### src/rtl/button_event_pkg.sv
// Shared event encoding for the button event unit and its queue.
package button_event_pkg;

   localparam int EVENT_TYPE_WIDTH = 2;

   typedef enum logic [EVENT_TYPE_WIDTH-1:0] {
      EVENT_NONE    = 2'b00,
      EVENT_PRESS   = 2'b01,
      EVENT_RELEASE = 2'b10,
      EVENT_REPEAT  = 2'b11
   } event_type_t;

   function automatic event_type_t edge_type(input logic level);
      return level ? EVENT_PRESS : EVENT_RELEASE;
   endfunction

endpackage

### src/rtl/button_event_fifo.sv
// Synchronous event queue: registered occupancy count, head read straight from storage.
module button_event_fifo #(
   parameter int width     = 4,
   parameter int depthLog2 = 2
) (
   input  logic             clock,
   input  logic             reset,
   input  logic             push,
   input  logic [width-1:0] push_data,
   input  logic             pop,
   output logic [width-1:0] head,
   output logic             full,
   output logic             empty
);

   localparam int depth = 2 ** depthLog2;

   logic [width-1:0]     mem [depth];
   logic [depthLog2-1:0] wr_ptr_reg;
   logic [depthLog2-1:0] rd_ptr_reg;
   logic [depthLog2:0]   count_reg;
   logic                 do_push;
   logic                 do_pop;

   // Full comes from the registered count, so a pop never frees space for a same-cycle push.
   assign full    = (count_reg == (depthLog2 + 1)'(depth));
   assign empty   = (count_reg == '0);
   assign do_push = push & ~full;
   assign do_pop  = pop & ~empty;
   assign head    = mem[rd_ptr_reg];

   always_ff @(posedge clock) begin
      if (do_push) begin
         mem[wr_ptr_reg] <= push_data;
      end
   end

   always_ff @(posedge clock) begin
      if (reset) begin
         wr_ptr_reg <= '0;
         rd_ptr_reg <= '0;
         count_reg  <= '0;
      end else begin
         if (do_push) begin
            wr_ptr_reg <= wr_ptr_reg + 1'b1;
         end
         if (do_pop) begin
            rd_ptr_reg <= rd_ptr_reg + 1'b1;
         end
         case ({do_push, do_pop})
            2'b10:   count_reg <= count_reg + 1'b1;
            2'b01:   count_reg <= count_reg - 1'b1;
            default: count_reg <= count_reg;
         endcase
      end
   end

endmodule

### src/rtl/button_event_unit.sv
// Turns debounced button levels into queued press/release(/repeat) events with valid/ready.
// Auto-repeat and the overflow flag exist only when BUTTON_EVENT_AUTO_REPEAT_EN is defined.
module button_event_unit
   import button_event_pkg::*;
#(
   parameter int                      buttonCount   = 4,
   parameter int                      indexWidth    = 2,
   parameter int                      fifoDepthLog2 = 2,
   parameter int                      counterWidth  = 24,
   parameter logic [counterWidth-1:0] repeatDelay   = 24'd12500000,
   parameter logic [counterWidth-1:0] repeatPeriod  = 24'd2500000
) (
   input  logic                        clock,
   input  logic                        reset,
   input  logic [buttonCount-1:0]      buttons,
   output logic                        eventValid,
   input  logic                        eventReady,
   output logic [EVENT_TYPE_WIDTH-1:0] eventType,
   output logic [indexWidth-1:0]       eventIndex,
   output logic                        overflow,
   input  logic                        clearOverflow
);

   localparam int entryWidth = EVENT_TYPE_WIDTH + indexWidth;

   logic [buttonCount-1:0] prev_reg;
   logic [buttonCount-1:0] prev_next;
   logic [buttonCount-1:0] pending;
   logic                   edge_found;
   logic [indexWidth-1:0]  edge_index;
   logic                   edge_push;
   logic                   push;
   logic [entryWidth-1:0]  push_data;
   logic [entryWidth-1:0]  head;
   logic                   fifo_full;
   logic                   fifo_empty;

   assign pending = buttons ^ prev_reg;

   // Lowest changed index wins; scanning downward lets the last hit be the lowest.
   always_comb begin
      edge_found = 1'b0;
      edge_index = '0;
      for (int i = buttonCount - 1; i >= 0; i--) begin
         if (pending[i]) begin
            edge_found = 1'b1;
            edge_index = indexWidth'(i);
         end
      end
   end

   // A change only retires from prev once its event is in the queue; otherwise it stays pending.
   assign edge_push = edge_found & ~fifo_full;

   always_comb begin
      prev_next = prev_reg;
      if (edge_push) begin
         prev_next[edge_index] = buttons[edge_index];
      end
   end

   always_ff @(posedge clock) begin
      if (reset) begin
         prev_reg <= '0;
      end else begin
         prev_reg <= prev_next;
      end
   end

`ifdef BUTTON_EVENT_AUTO_REPEAT_EN
   logic [counterWidth-1:0] timer_reg;
   logic [counterWidth-1:0] timer_next;
   logic [indexWidth-1:0]   target_reg;
   logic [indexWidth-1:0]   target_next;
   logic                    active_reg;
   logic                    active_next;
   logic                    overflow_reg;
   logic                    overflow_next;
   logic                    repeat_due;
   logic                    repeat_push;

   // Timer counts cycles left including the firing one, so a load of N fires N cycles later;
   // a value of 0 means a repeat deferred by an edge event is still owed.
   assign repeat_due = active_reg & prev_reg[target_reg] & (timer_reg <= counterWidth'(1));

   always_comb begin
      timer_next    = timer_reg;
      target_next   = target_reg;
      active_next   = active_reg;
      overflow_next = clearOverflow ? 1'b0 : overflow_reg;
      repeat_push   = 1'b0;
      if (active_reg && prev_reg[target_reg]) begin
         if (!repeat_due) begin
            timer_next = timer_reg - 1'b1;
         end else if (edge_push) begin
            timer_next = '0;
         end else if (fifo_full) begin
            timer_next    = repeatPeriod;
            overflow_next = 1'b1;
         end else begin
            timer_next  = repeatPeriod;
            repeat_push = 1'b1;
         end
      end
      if (edge_push && buttons[edge_index]) begin
         target_next = edge_index;
         timer_next  = repeatDelay;
         active_next = 1'b1;
      end else if (edge_push && (edge_index == target_reg)) begin
         active_next = 1'b0;
      end
   end

   always_ff @(posedge clock) begin
      if (reset) begin
         timer_reg    <= '0;
         target_reg   <= '0;
         active_reg   <= 1'b0;
         overflow_reg <= 1'b0;
      end else begin
         timer_reg    <= timer_next;
         target_reg   <= target_next;
         active_reg   <= active_next;
         overflow_reg <= overflow_next;
      end
   end

   assign push      = edge_push | repeat_push;
   assign push_data = edge_push ? {edge_type(buttons[edge_index]), edge_index}
                                : {EVENT_REPEAT, target_reg};
   assign overflow  = overflow_reg;
`else
   logic unused_repeat_cfg;

   assign unused_repeat_cfg = ^{clearOverflow, repeatDelay, repeatPeriod};
   assign push              = edge_push;
   assign push_data         = {edge_type(buttons[edge_index]), edge_index};
   assign overflow          = 1'b0;
`endif

   button_event_fifo #(
      .width     (entryWidth),
      .depthLog2 (fifoDepthLog2)
   ) event_queue (
      .clock     (clock),
      .reset     (reset),
      .push      (push),
      .push_data (push_data),
      .pop       (eventReady),
      .head      (head),
      .full      (fifo_full),
      .empty     (fifo_empty)
   );

   // Head fields read as zero while the queue is empty rather than exposing stale storage.
   assign eventValid = ~fifo_empty;
   assign eventType  = fifo_empty ? EVENT_TYPE_WIDTH'(0) : head[entryWidth-1 -: EVENT_TYPE_WIDTH];
   assign eventIndex = fifo_empty ? indexWidth'(0) : head[indexWidth-1:0];

endmodule
### config.mk
export PLATFORM = sky130hd
export DESIGN_NAME = button_event_unit
export DESIGN_NICKNAME = d
export VERILOG_FILES = /design/src/rtl/button_event_pkg.sv /design/src/rtl/button_event_fifo.sv /design/src/rtl/button_event_unit.sv
export SDC_FILE = /design/constraint.sdc
export NUM_CORES = 1
export LEC_CHECK = 0
export CAP_MARGIN = 25
export CORE_MARGIN = 1
export CORE_UTILIZATION = 55
export DETAILED_ROUTE_END_ITERATION = 8
export HOLD_SLACK_MARGIN = 0.15
export PLACE_DENSITY_LB_ADDON = 0.12
export RECOVER_POWER = 100
export SETUP_SLACK_MARGIN = 0.5
export SKIP_LAST_GASP = 1
export SLEW_MARGIN = 20
export SYNTH_ARGS = -nofsm -noshare
export SYNTH_HDL_FRONTEND = slang
export SYNTH_HIERARCHICAL = 1
export SYNTH_SLANG_ARGS = --single-unit
export TNS_END_PERCENT = 100
### constraint.sdc
create_clock -name clock -period 2.9 [get_ports clock]
set_clock_uncertainty 0.15 [all_clocks]
set_input_delay 0.29 -clock clock [delete_from_list [all_inputs] [get_ports clock]]
set_output_delay 0.29 -clock clock [all_outputs]
set_load 0.02 [all_outputs]
==> metrics, run 1 <==
Port Buf Inserts 11; status completed; first-pass GRT wire length 3620 microns; CP arrival between 2 and 2.5 ns; crit path capture type primary output; overall power about 1.5 mW; IO Pins 14; routed wire length per instance 13.0 microns; final routed DRC violation total 0; CTS tree built; initial antenna violation count 0; antenna-violating nets left 0; EDFF count, synth 16; crit-path max FO 7; post-synth cell types 30; H-tree depth 2; CTS buffer count 5; post-DR vias/cell about 5.2; clock sinks 29; final setup fails 0; vias in the first global route 885; Inserted Diodes 0; Synth warnings 6; max FFs per register 16; design area between 1500 and 2000 sq um; final wirelength about 2300 microns; number of max-cap violations 0; DP Area approximately 1600 sq um; share of layout cells above drive strength 1 0.201; data required time of the critical path about 2.5 ns; power density cells just under 900 nW/um^2; leakage around 0.68 nW; Setup TNS Final 0 ns; most common flop cell mapped by yosys edfxtp_1; global route overflow 0; syn_nets 134; Final Max Slew Viols 0; Mapped Cells 120; met3 GRT Util 0.0690; CP startpoint kind flip-flop; largest net degree at the start of global routing 14; Final nets 162; die height between 50 and 60 microns; Starting Density 0.582; Peak VDD IR about 0.64 mV; total vias in the final route 932; Final Hold Fails 0; Final Non-Filler Cells approximately 180; Synth async-reset ratio 0; Hold Slack approximately 0.14 ns; Final Wtd Congestion 0.828; synth top area cells edfxtp_1 34%, dfxtp_1 18%, mux4_2 6.3%; gr busiest metal met2; clock latency on the worst-skew pair roughly 0.33 ns; Yosys top cell by area edfxtp_1; First-pass DRT Iterations 4; RSZ-0062 raised after global routing yes; core area between 2000 and 2500 sq um; path type of the worst min-delay path input pin to flip-flop; Max-Slew Margin vs Limit 0.460; Die Wd around 53 microns; starting DRC count in detailed routing 18; Yosys top cell area share 0.336; placed cells around 170; DP HPWL about 1700 microns; Tightest Pin Transition roughly 0.80 ns; met2 Usage GRT 0.327; Setup Crit Path Kind flip-flop to primary output; CTS root buffer clkbuf_4; post-synthesis sequential area ratio 0.518; # rows 18; M1 GR Usage 0.205; top post-synthesis cells by count 16 x edfxtp_1, 14 x nor2_1, 13 x dfxtp_1; GRT Total Usage 0.192; Reg clk slew, reported paths about 0.09 ns; Area growth syn-to-layout 16.9%; top-count cell post-synth edfxtp_1; fin crit period about 2.5 ns; crit share post-route 0.857; synthesized cell area approximately 1400 sq um; Post-Syn Area per Cell ~12 sq um; die area roughly 2800 sq um; Seq cells post-synth 29; Max Root-Sink Buffers 2; Fmax slightly above 400 MHz
## where the power goes
| group | total, mW | switching (mW) | internal [mW] |
|---|---|---|---|
| Sequential | 0.652 | 0.0781 | 0.574 |
| Clock | 0.252 | 0.138 | 0.114 |
| Combinational | 0.550 | 0.303 | 0.247 |
## final timing paths
check                                                             from                                    end  slack (ns)  cells after the start
worst min register to register  event_queue/rd_ptr_reg[1]$_SDFFE_PP0P_                              flip-flop        0.37                      2
worst max register to register   event_queue/count_reg[2]$_SDFFE_PP0P_  event_queue/count_reg[2]$_SDFFE_PP0P_        0.50                     11
worst max-delay path             event_queue/count_reg[1]$_SDFFE_PP0P_                             eventValid        0.42                      3
worst min-delay path                                        buttons[3]               prev_reg[3]$_SDFFE_PP0P_        0.14                      3
## logic make-up after synthesis
| logic type | after synthesis | share of synthesized area |
|---|---|---|
| simple gates | 37 | 0.150 |
| flops | 29 | 0.518 |
| compound gates | 18 | 0.0823 |
| buf+inv | 14 | 0.0394 |
| mux | 8 | 0.0911 |
| xor+xnor | 7 | 0.0587 |
| fa+ha+maj | 6 | 0.0578 |
| other cells | 1 | 0.00262 |
## timing repair
item | 4_1_cts | 5_1_grt
hold buffers | 0 | 0
gates resized for setup | 1 | 15
endpoints found under the setup margin | 5 | 6
pin swaps | 1 | 1
buffers inserted | 3 | 2
## placed cells by master, fill, tap and decap left out, types with 2 or more instances in the layout
cell type / synthesis / routed
xor2_1: 4 / 5
inv_1: 11 / 11
or3_1: 3 / 3
o21ai_0: 4 / 4
nor3_1: 1 / 4
nand2_1: 2 / 2
edfxtp_1: 16 / 16
ha_1: 5 / 5
dfxtp_1: 13 / 9
mux2i_1: 4 / 4
xor2_2: 3 / 2
clkbuf_1: 0 / 7
nor2b_1: 4 / 4
clkbuf_4: 0 / 8
dlymetal6s2s_1: 0 / 4
buf_4: 1 / 6
nor2_1: 14 / 14
clkdlybuf4s50_1: 0 / 3
dfxtp_2: 0 / 4
a21oi_1: 9 / 8
mux4_2: 4 / 4
nand2b_1: 4 / 4
and2_0: 0 / 4
## worst max-delay path: stages (launching register included)
cell and delay, ns:
dfxtp_1 0.38, nor3_1 0.69, inv_1 0.08, clkdlybuf4s50_1 0.56
## per-stage QoR
stage | setup slack, ns | util
2_1_floorplan | 0.509 | -
3_3_place_gp | 0.101 | 0.662
3_5_place_dp | 0.0338 | 0.662
4_1_cts | 0.425 | 0.696
5_1_grt | 0.272 | 0.680
6_report | 0.416 | 0.680
## final cells by class
| type | instances | area, sq um |
|---|---|---|
| Fill cell | 187 | 785 |
| Sequential cell | 29 | 746 |
| Multi-Input combinational cell | 77 | 608 |
| Timing Repair Buffer | 23 | 174 |
| Clock buffer | 6 | 51.3 |
| Inverter | 12 | 45.0 |
| Tap cell | 30 | 37.5 |
| Clock inverter | 2 | 8.76 |
## metal layers
layer | wire length [microns] | vias to the layer above
li1 | - | 471
met1 | 977 | 442
met2 | 1200 | 14
met3 | 88 | 5
met4 | 53 | 0
met5 | 0 | -
Power figures use the tool's default switching activity.
==> run 2, diff against run 1 <==
--- a/config.mk
+++ b/config.mk
@@ -13,6 +13,7 @@
 export PLACE_DENSITY_LB_ADDON = 0.12
 export RECOVER_POWER = 100
 export SETUP_SLACK_MARGIN = 0.5
+export SKIP_CTS_REPAIR_TIMING = 1
 export SKIP_LAST_GASP = 1
 export SLEW_MARGIN = 20
 export SYNTH_ARGS = -nofsm -noshare
==> run 2 against run 1 <==
Routed wire length is 2.8% higher; register-to-register slack worse by 0.22 ns; first-iteration DRC count is 11% higher; global-route usage is 0.55 points lower; worst setup slack worse by 0.14 ns; hold slack hardly changed; power is 0.46% higher; via count is 0.64% higher; utilization is 0.71 points higher; critical path type is now flip-flop to flip-flop; sequential share of layout area is 0.54 points lower; clock power hardly changed; die area stayed put.
==> metrics, run 2 (same netlist as run 1, synthesis figures left out) <==
post-DR vias/cell roughly 5; clock sinks 29; crit path capture type flip-flop; max FFs per register 16; Crit path max-delay family simple AND/OR/NAND/NOR gates; path type of the worst min-delay path input pin to flip-flop; gr busiest metal met2; GRT Total Usage 0.187; reg-to-reg startpoint event_queue/count_reg[2]$_SDFFE_PP0P_; status completed; vias in the first global route about 840; Inserted Diodes 0; routed wire length per instance 13.1 microns; CTS tree built; First-pass DRT Iterations 4; Hold Path Stages 3; Reg clk slew, reported paths ~0.09 ns; crit path cell chain nor3b_1 -> a21oi_1 -> inv_1 -> nor2_1 -> inv_1 -> ha_1 -> inv_1 -> fa_2 -> xor2_1 -> or3_1 -> a21oi_2; cell seen most often among critical-path stages inv_1; Int Pwr ~0.94 mW; Starting Density 0.582; IO Pins 14; Port Buf Inserts 11; core area between 2000 and 2500 sq um; met3 GRT Util 0.0690; # fillers ~190; leakage 0.695 nW; Die Wd between 50 and 60 microns; Fmax around 380 MHz; RSZ-0062 raised after global routing yes; Setup Crit Path Kind flip-flop to flip-flop; Comb power frac 0.385; antenna-violating nets left 0; Register-to-Register Setup Slack ~0.28 ns; fin crit period 2.62 ns; FF-to-FF path depth 11; H-tree depth 2; Final Hold Fails 0; crit-path max FO 5; Max Root-Sink Buffers 2; CP startpoint kind flip-flop; # rows 18; clock latency on the worst-skew pair approximately 0.33 ns; Crit path depth 11; global route overflow 0; met2 Usage GRT 0.308; reg-to-reg endpoint event_queue/count_reg[2]$_SDFFE_PP0P_; total vias in the final route between 900 and 1000; crit path capture event_queue/count_reg[2]$_SDFFE_PP0P_; initial antenna violation count 0; commonest non-fill, non-tap cell in the layout edfxtp_1; final routed DRC violation total 0; CP max stage delay roughly 0.46 ns; commonest non-fill, non-tap cells in the layout 16 x edfxtp_1, 14 x nor2_1, 11 x inv_1; CTS buffer count 5; crit path launch event_queue/count_reg[2]$_SDFFE_PP0P_; DP HPWL 1680 microns; Reg power frac 0.442; power density cells ~870 nW/um^2; Final Max Slew Viols 0; crit share post-route 0.905; first-pass GRT wire length ~3500 microns; M1 GR Usage 0.205; clock share of power 0.172; Tightest Pin Transition approximately 0.8 ns; slowest cell on the critical path nor3b_1; starting DRC count in detailed routing 20; Final Wtd Congestion between 0.8 and 0.9; share of layout cells above drive strength 1 0.217; switching share of power 0.357; CTS root buffer clkbuf_4; hold wc startpoint buttons[3]; CP arrival roughly 2.7 ns; Final nets around 170; Setup TNS Final 0 ns; final setup fails 0; Hold Slack ~0.14 ns; Max-Slew Margin vs Limit 0.459; Area growth syn-to-layout 18.1%; die height 53.0 microns; data required time of the critical path around 3 ns; WP buf/inv 3; Net Sw Power roughly 0.52 mW; number of max-cap violations 0; Peak VDD IR ~0.63 mV; final wirelength approximately 2400 microns; largest net degree at the start of global routing 14; die area ~2800 sq um
==> run 2: cell types whose count changed in the layout (fill, tap and decap cells not counted), sizes merged <==
cell / previous run / this run
buf: 6 / 9
==> run 2: how the worst min path moves through the flow <==
stage                                             endpoint  slack (ns)
detailed placement  event_queue/rd_ptr_reg[1]$_SDFFE_PP0P_        0.36
global placement    event_queue/rd_ptr_reg[1]$_SDFFE_PP0P_        0.32
finish                            prev_reg[3]$_SDFFE_PP0P_        0.14
floorplan                         prev_reg[1]$_SDFFE_PP0P_        0.21
CTS                 event_queue/wr_ptr_reg[1]$_SDFFE_PP0P_        0.37
global route                      prev_reg[3]$_SDFFE_PP0P_        0.18
==> run 2: per-layer routing <==
metal / vias to the layer above / part of all wire
met5: - / 0
met4: 0 / 0.022
met3: 5 / 0.038
met2: 16 / 0.51
met1: 441 / 0.43
li1: 476 / -
==> run 2: worst reg2reg max path, delay by kind of cell (launching register included) <==
kind | cells | cell delay (ns)
AND/OR/NAND/NOR | 3 | 0.86
adder cells (fa/ha/maj) | 2 | 0.50
flip-flops | 1 | 0.43
buffers and inverters | 3 | 0.25
AO/OA/AOI/OAI | 2 | 0.23
XOR/XNOR | 1 | 0.15
==> run 2: cell type report <==
class	instances	area [sq um]	area share
sequential	29	744	0.441
clock buffer	6	51.3	0.0304
inverter	12	45.0	0.0267
clock inverter	2	8.76	0.00519
tap	30	37.5	0.0222
multi-input combinational	77	604	0.358
timing repair buffer	26	196	0.116
==> run 2: through the flow <==
step | cells | cell area [sq um] | setup WS [ns] | utilization | power [mW]
after global routing | 182 | 1690 | 0.240 | 0.688 | 1.55
after CTS | 174 | 1690 | 0.265 | 0.687 | 1.51
final | 182 | 1690 | 0.275 | 0.688 | 1.46
after floorplan | 120 | 1440 | 0.509 | - | 1.05
after global placement | 166 | 1630 | 0.101 | 0.662 | 1.23
after detailed placement | 166 | 1630 | 0.0338 | 0.662 | 1.26
==> run 2: power by group through the flow <==
stage / logic (mW) / clock network [mW] / registers, mW
final: 0.563 / 0.252 / 0.646
after floorplan: 0.410 / 0 / 0.642
after global placement: 0.573 / 0 / 0.653
after detailed placement: 0.596 / 0 / 0.666
after CTS: 0.598 / 0.257 / 0.656
after global routing: 0.621 / 0.272 / 0.658
